<file path="config.mk">
export PLATFORM = sky130hd
export DESIGN_NAME = cmac_accumulator
export DESIGN_NICKNAME = d
export VERILOG_FILES = /design/src/rtl/cmac_accumulator.sv
export SDC_FILE = /design/constraint.sdc
export NUM_CORES = 1
export LEC_CHECK = 0
export ABC_AREA = 1
export CORE_MARGIN = 5
export CORE_UTILIZATION = 28
export DETAILED_ROUTE_END_ITERATION = 16
export GPL_TIMING_DRIVEN = 0
export SLEW_MARGIN = 20
export SYNTH_ARGS = -nofsm -noshare
export SYNTH_HDL_FRONTEND = slang
export SYNTH_SLANG_ARGS = --single-unit
export TNS_END_PERCENT = 1
</file>
<file path="constraint.sdc">
create_clock -name clk -period 3.4 [get_ports clk]
set_clock_uncertainty 0.05 [all_clocks]
set_input_delay 0.68 -clock clk [delete_from_list [all_inputs] [get_ports clk]]
set_output_delay 0.68 -clock clk [all_outputs]
set_load 0.01 [all_outputs]
</file>
<file path="src/rtl/cmac_accumulator.sv">
// rtl/cmac_accumulator.sv - sums N_TERMS complex S3.4 products into one saturated QFT amplitude
// Two-state ACCUM/OUT machine; products are accepted only in ACCUM, results are held in OUT.
module cmac_accumulator #(
  parameter int TOTAL_WIDTH = 8,
  parameter int FRAC_WIDTH  = 4,
  parameter int N_TERMS     = 4,
  parameter int GUARD_BITS  = 3
) (
  input  logic                       clk,
  input  logic                       rst,
  input  logic                       flush,
  input  logic                       in_valid,
  output logic                       in_ready,
  input  logic [TOTAL_WIDTH-1:0]     in_pr,
  input  logic [TOTAL_WIDTH-1:0]     in_pi,
  output logic                       out_valid,
  input  logic                       out_ready,
  output logic [TOTAL_WIDTH-1:0]     out_re,
  output logic [TOTAL_WIDTH-1:0]     out_im,
  output logic [$clog2(N_TERMS)-1:0] out_row,
  output logic                       out_last,
  output logic                       sat_flag
);

  localparam int AW = TOTAL_WIDTH + GUARD_BITS;
  localparam int RW = $clog2(N_TERMS);
  localparam logic [RW-1:0] LAST = RW'(N_TERMS - 1);
  localparam logic signed [AW-1:0] SMAX = AW'((2 ** (TOTAL_WIDTH - 1)) - 1);
  localparam logic signed [AW-1:0] SMIN = ~SMAX;

  typedef enum logic {ACCUM, OUT} state_t;

  state_t                 state;
  logic signed [AW-1:0]   acc_re, acc_im;
  logic signed [AW-1:0]   sum_re, sum_im;
  logic [RW-1:0]          term_cnt, row_cnt;
  logic [TOTAL_WIDTH:0]   sat_re, sat_im;
  logic                   accept;

  // Operands stay in S3.4 throughout; the fraction width only documents the format.
  logic frac_unused;
  assign frac_unused = (FRAC_WIDTH > 0);

  function automatic logic [TOTAL_WIDTH:0] saturate(input logic signed [AW-1:0] v);
    if (v > SMAX)      return {1'b1, SMAX[TOTAL_WIDTH-1:0]};
    else if (v < SMIN) return {1'b1, SMIN[TOTAL_WIDTH-1:0]};
    else               return {1'b0, v[TOTAL_WIDTH-1:0]};
  endfunction

  always_comb begin
    sum_re = acc_re + $signed({{GUARD_BITS{in_pr[TOTAL_WIDTH-1]}}, in_pr});
    sum_im = acc_im + $signed({{GUARD_BITS{in_pi[TOTAL_WIDTH-1]}}, in_pi});
    sat_re = saturate(sum_re);
    sat_im = saturate(sum_im);
  end

  assign accept   = in_valid && in_ready;
  assign out_row  = row_cnt;
  assign out_last = out_valid && (row_cnt == LAST);

  always_ff @(posedge clk) begin
    if (rst) begin
      state     <= ACCUM;
      acc_re    <= '0;
      acc_im    <= '0;
      term_cnt  <= '0;
      row_cnt   <= '0;
      in_ready  <= 1'b1;
      out_valid <= 1'b0;
      out_re    <= '0;
      out_im    <= '0;
      sat_flag  <= 1'b0;
    end else if (flush) begin
      // out_re/out_im keep stale data; out_valid low makes it meaningless.
      state     <= ACCUM;
      acc_re    <= '0;
      acc_im    <= '0;
      term_cnt  <= '0;
      row_cnt   <= '0;
      in_ready  <= 1'b1;
      out_valid <= 1'b0;
    end else begin
      case (state)
        ACCUM: begin
          if (accept) begin
            if (term_cnt == LAST) begin
              out_re    <= sat_re[TOTAL_WIDTH-1:0];
              out_im    <= sat_im[TOTAL_WIDTH-1:0];
              sat_flag  <= sat_re[TOTAL_WIDTH] | sat_im[TOTAL_WIDTH];
              acc_re    <= '0;
              acc_im    <= '0;
              term_cnt  <= '0;
              out_valid <= 1'b1;
              in_ready  <= 1'b0;
              state     <= OUT;
            end else begin
              acc_re   <= sum_re;
              acc_im   <= sum_im;
              term_cnt <= term_cnt + 1'b1;
            end
          end
        end
        OUT: begin
          if (out_ready) begin
            row_cnt   <= (row_cnt == LAST) ? '0 : row_cnt + 1'b1;
            out_valid <= 1'b0;
            in_ready  <= 1'b1;
            state     <= ACCUM;
          end
        end
        default: state <= ACCUM;
      endcase
    end
  end

endmodule

</file>
==> out/metrics.cfg, run 1 <==
[run_status]
status = finished, final reports clean

[drt]
highest_layer = met4
wl_um = 7653
drcViolationCount = 0
wl_met2_um = 3693
dr_wl_met3_um = 205
vias = 2855
drt_iter0_markers = 101
wl_met1_um = 3624
avgRoutedWirePerCell_um = 12.26
via_per_inst = 4.575
ant_nets = 0
dr.pass1.iters = 4

[setup_path]
reg2reg_slack_ps = 1170
critical_path.max_fanout = 5
cp-end-kind = flop
worstSetupPathType = in -> reg
start_kind = input pin
cp.arrival_ps = 2910
required_ps = 3550

[timing]
rsz0062_at_grt = no
hold_slack_ps = 423.7
fin_crit_sh_pct = 81.30
slew_headroom_pct = 65.10
setup_ws_ps = 635.9
worstMarginPinSlew_ps = 523.5
drv_slew = 0
period_needed_ps = 2764
finalSetupTns_ps = 0
fmax_mhz = 361.8
setup_violations = 0
final-hold-violation-count = 0

[die]
initial_core_util_pct = 28.85
core_mm2 = 0.01037
io_pins = 43
dieArea_mm2 = 0.01285
die_w_um = 113.4
die_y_um = 113.4
rows = 37

[pwr]
finalPower_mw = 1.181
p_leak_nw = 1.680
power_density_mw_per_mm2 = 323.1
ir_drop_mv = 0.1428

[cts]
cts_resized = 0
root_buffer = clkbuf_8
htreeDepth = 2
hold_buffers = 0
clk-insertion-delay-late_ps = 310
cts.reportedPaths.clkPinSlew_ps = 100
cts_tree = built
clock-sinks = 46
cts_buffers = 5
clk_path_buf_depth = 2
post_cts_buffers = 0

[grt]
overflow = 0
grt_max_degree = 15
grt_pass1_vias = 2843
grt_util_all_layers_pct = 12.53
grt_first_pass_wirelength_um = 13180
grt_antenna_before_repair = 0

[cells_and_area]
syn_to_final_growth_pct = 22.21
finish.utilization_pct = 35.26
drive_gt1_share_pct = 11.07
fin_nets = 533
n_antenna_cell = 0
filler_cell_count = 1164
stdcell_area_mm2 = 0.003656
final_cells = 624

[yosys]
synth.avg_cell_area_um2 = 6.799
ys_warn_count = 0
syn-cell-area_mm2 = 0.002992
synth_seq_cells = 46
synthCells = 440
yosysUniqueCellTypes = 27
syn-num-nets = 485
synth-seq-area-share_pct = 30.78

[flow_run]
drv_cap = 0

[placement]
placed_area_mm2 = 0.003572
post-place-ws_ps = 296.6
gp_congestion = 0.8885
portBuffers = 41
dp_cells = 617
dp_hpwl_um = 6203

[hold_path]
hp-class = reg -> reg

-- kinds of logic after synthesis --
kind of cell / count (synthesis) / synth area share [%]
adders and majority gates: 24 / 10.54
and+or+nand+nor: 224 / 33.21
DFF: 46 / 30.78
buffers and inverters: 59 / 7.528
AOI/OAI and AO/OA: 75 / 14.43
xor gates and xnor gates: 12 / 3.513
-- final timing paths --
| kind | startpoint | endpoint | depth (start not counted) |
|---|---|---|---|
| worst min register to register | acc_im[0] | acc_im[0] | 2 |
| worst max register to register | acc_im[0] | out_im[3] | 12 |
| worst min-delay path | acc_im[0] | acc_im[0] | 2 |
| worst max-delay path | in_pi[0] | out_im[3] | 13 |
-- report_power, final --
| part | switching (mW) | internal, mW |
|---|---|---|
| Clock | 0.198 | 0.141 |
| Combinational | 0.177 | 0.105 |
| Sequential | 0.00859 | 0.551 |
| Total | 0.384 | 0.798 |
-- flip-flops by register name, summed over array words and instances, names as in the netlist, 2 cells and up --
register	flops
out_im	8
acc_im	11
acc_re	11
term_cnt	2
out_row	2
out_re	8
-- cell type report --
type / instances / area (µm²) / area share (%)
Multi-Input combinational cell: 335 / 1846 / 50.48
Sequential cell: 46 / 920.9 / 25.19
Timing Repair Buffer: 41 / 410.4 / 11.23
Inverter: 50 / 187.7 / 5.133
Tap cell: 136 / 170.2 / 4.654
Clock buffer: 5 / 68.82 / 1.882
Buffer: 9 / 37.54 / 1.027
Clock inverter: 2 / 15.01 / 0.4107
-- cell usage after synthesis --
| cell type | instances | area (µm²) |
|---|---|---|
| nand4_1 | 6 | 37.54 |
| xor2_1 | 6 | 52.55 |
| nand2_1 | 148 | 555.5 |
| nor3_1 | 1 | 5.000 |
| inv_2 | 7 | 26.28 |
| buf_1 | 1 | 3.750 |
| a21oi_2 | 7 | 61.31 |
| nand3b_1 | 2 | 15.01 |
| o21bai_1 | 2 | 15.01 |
| nor2_2 | 7 | 43.79 |
| clkinv_1 | 1 | 3.750 |
| xnor2_1 | 6 | 52.55 |
| nor2_4 | 1 | 11.26 |
| nand3_2 | 9 | 90.09 |
| inv_1 | 42 | 157.7 |
| a21oi_4 | 2 | 32.53 |
| nand2_2 | 11 | 68.82 |
| buf_2 | 3 | 15.01 |
| ha_1 | 22 | 275.3 |
| a211oi_1 | 1 | 7.510 |
| o21ai_0 | 14 | 70.07 |
| dfxtp_1 | 46 | 920.9 |
| nor2_1 | 23 | 86.33 |
| nand3_1 | 16 | 80.08 |
| fa_1 | 2 | 40.04 |
| clkbuf_1 | 5 | 18.77 |
| a21oi_1 | 49 | 245.2 |
-- critical path, cell delays in order --
cell,delay (ps)
clkdlybuf4s50_1,430
ha_1,260
fa_1,440
nand3_1,120
nand3_2,100
nand2_1,120
nand3_1,110
nand2_2,120
nor2_2,50
a21oi_2,220
inv_2,100
nand2_1,90
a21oi_1,60
-- routing by layer --
metal,track usage (%),vias to the layer above
met5,0,-
met4,4.247,0
met3,1.979,8
met2,21.45,34
met1,15.99,1308
li1,-,1505
-- cells in the final DEF (no fill, tap or decap) --
master           netlist  final
a211oi_1               1      1
a21oi_1               49     49
a21oi_2                7      7
a21oi_4                2      2
buf_1                  1      1
buf_2                  3      3
clkbuf_1               5      5
clkbuf_8               0      5
clkdlybuf4s50_1        0     41
clkinv_1               1      1
clkinvlp_4             0      2
dfxtp_1               46     46
fa_1                   2      2
ha_1                  22     22
inv_1                 42     42
inv_2                  7      7
nand2_1              148    148
nand2_2               11     11
nand3_1               16     16
nand3_2                9      9
nand3b_1               2      2
nand4_1                6      6
nor2_1                23     23
nor2_2                 7      7
nor2_4                 1      1
nor3_1                 1      1
o21ai_0               14     14
o21bai_1               2      2
xnor2_1                6      6
xor2_1                 6      6
Power figures use the tool's default switching activity.
==> inputs of run 2 (changes only) <==
clock period = 2.4 ns   (was 3.4 ns; I/O delays follow)
==> out/metrics.cfg, run 2 (synthesis gave the netlist of run 1 again) <==
[run_status]
status = finished, final reports clean

[cts]
clk_path_buf_depth = 2  ; unchanged
cts_tree = built
cts.reportedPaths.clkPinSlew_ps = 90  ; about the same
htreeDepth = 2  ; unchanged
clock-sinks = 46  ; unchanged
clk-insertion-delay-late_ps = 310  ; about the same
root_buffer = clkbuf_8
cts_buffers = 5  ; unchanged

[grt]
grt_util_all_layers_pct = 12.54  ; about the same
grt_antenna_before_repair = 0  ; unchanged
overflow = 0  ; unchanged
grt_first_pass_wirelength_um = 13190  ; about the same
grt_pass1_vias = 2840  ; -0.11%
grt_max_degree = 15  ; unchanged

[pwr]
switching_share_pct = 32.77  ; +0.30 points
ir_drop_mv = 0.2000  ; +40%
seqPwrFrac_pct = 46.6  ; -0.8 points
intPower_mw = 1.148  ; +44%
switchingPower_mw = 0.5598  ; +46%
p_leak_nw = 1.712  ; +1.9%
comb_power_share_pct = 25.2  ; +1.3 points
power_density_mw_per_mm2 = 447.2  ; +38%
clkPwrFrac_pct = 28.3  ; -0.4 points

[die]
die_y_um = 113.4  ; unchanged
core_mm2 = 0.01037  ; unchanged
die_w_um = 113.4  ; unchanged
dieArea_mm2 = 0.01285  ; unchanged
rows = 37  ; unchanged
io_pins = 43  ; unchanged
initial_core_util_pct = 28.85  ; unchanged

[setup_path]
required_ps = 2530  ; -1020 ps
cp.arrival_ps = 2400  ; -510 ps
r2r-start = acc_re[0]
critical_path.max_fanout = 6  ; +1
start_kind = input pin
worstSetupPathType = in -> reg
crit_start = in_pi[1]
cp-end-kind = flop

[timing]
fmax_mhz = 441.4
period_needed_ps = 2265
fin_crit_sh_pct = 94.39
slew_headroom_pct = 64.37  ; -0.73 points
drv_slew = 0  ; unchanged
setup_ws_ps = 134.7  ; -501.3 ps
setup_violations = 0  ; unchanged
final-hold-violation-count = 0  ; unchanged
worstMarginPinSlew_ps = 534.5  ; +10.97 ps

[drt]
wl_um = 7847  ; +2.5%
drcViolationCount = 0  ; unchanged
ant_nets = 0  ; unchanged
drt_iter0_markers = 80  ; -21%
via_per_inst = 4.577  ; about the same
vias = 2870  ; +0.53%
avgRoutedWirePerCell_um = 12.52  ; +2.0%
dr.pass1.iters = 4  ; unchanged

[cells_and_area]
final_cells = 627  ; +0.48%
syn_to_final_growth_pct = 27.69
largest_registers = acc_im (11), acc_re (11)
final_cell_mix = nand2_1 (146), a21oi_1 (46), dfxtp_1 (46)
fin_nets = 536  ; +0.56%
n_antenna_cell = 0  ; unchanged
layout_commonest_cell = nand2_1
drive_gt1_share_pct = 14.66  ; +3.6 points

[placement]
dp_cells = 617  ; unchanged
post-place-ws_ps = -503.4  ; -800.0 ps
portBuffers = 41  ; unchanged
dp_hpwl_um = 6203  ; unchanged
gp_congestion = 0.8885  ; unchanged

[flow_run]
drv_cap = 0  ; unchanged

[hold_path]
hp-class = reg -> reg
hp-start = acc_im[9]

==> run 2: changes by cell type in the layout (fill, tap and decap cells not counted), sizes merged <==
| cell | delta |
|---|---|
| buf | +3 |
| clkdlybuf4s50 | -4 |
| dlygate4sd2 | +2 |
| dlymetal6s2s | +2 |
==> run 2: layout make-up <==
class	count	area [µm²]
fill	1134	6550
multi-input combinational	335	1984
sequential	46	920.9
timing repair buffer	44	435.4
inverter	50	187.7
tap	136	170.2
clock buffer	5	68.82
buffer	9	37.54
clock inverter	2	15.01
==> run 2: repair_timing <==
| action | in CTS | in global routing |
|---|---|---|
| pin swaps | 3 | 6 |
| gates resized for setup | 9 | 16 |
| setup endpoints to repair | 15 | 15 |
| buffers inserted | 0 | 3 |
| hold buffers | 0 | 0 |
==> run 2: critical path: stages <==
cell and delay (ps):
clkdlybuf4s50_1 470, fa_2 430, nand3_1 110, nand3_2 110
nand2_2 100, nand3_1 100, nand2_2 120, nand3_2 110
a21oi_4 260, a21oi_1 100
==> run 2: metal layers <==
layer  GRT usage, %  part of all wire, %  wire length (µm)  vias to the layer above
met2          21.45                   48              3794                       41
met4          4.247                  1.5               119                        0
met5              0                    0                 0                        -
met1          16.02                   47              3700                     1312
li1               -                    -                 -                     1511
met3          1.979                  3.0               233                        6
==> run 2: power groups by stage <==
stage | logic (mW) | registers, mW | clock network, mW
floorplan | 0.291 | 0.807 | 0
global placement | 0.395 | 0.810 | 0
detailed placement | 0.399 | 0.811 | 0
CTS | 0.406 | 0.794 | 0.488
global route | 0.488 | 0.798 | 0.529
finish | 0.430 | 0.795 | 0.483
==> run 2: worst paths after layout <==
check	to	slack (ps)	cells after the start
worst max-delay path	out_im[2]	130	10
worst min-delay path	acc_im[9]	430	2
worst max register to register	sat_flag	280	14
worst min register to register	acc_im[9]	430	2
==> run 2: metrics by stage <==
stage	TNS, ps	util (%)	cell area [µm²]	total power, mW	hold WS [ps]
floorplan	0	-	2992	1.099	392.5
finish	0	36.84	3820	1.708	425.6
detailed placement	-7497	34.45	3572	1.210	412.2
CTS	-8.148	35.57	3689	1.687	425.0
global placement	-6817	34.45	3572	1.206	407.0
global route	-3.566	36.84	3820	1.815	447.7
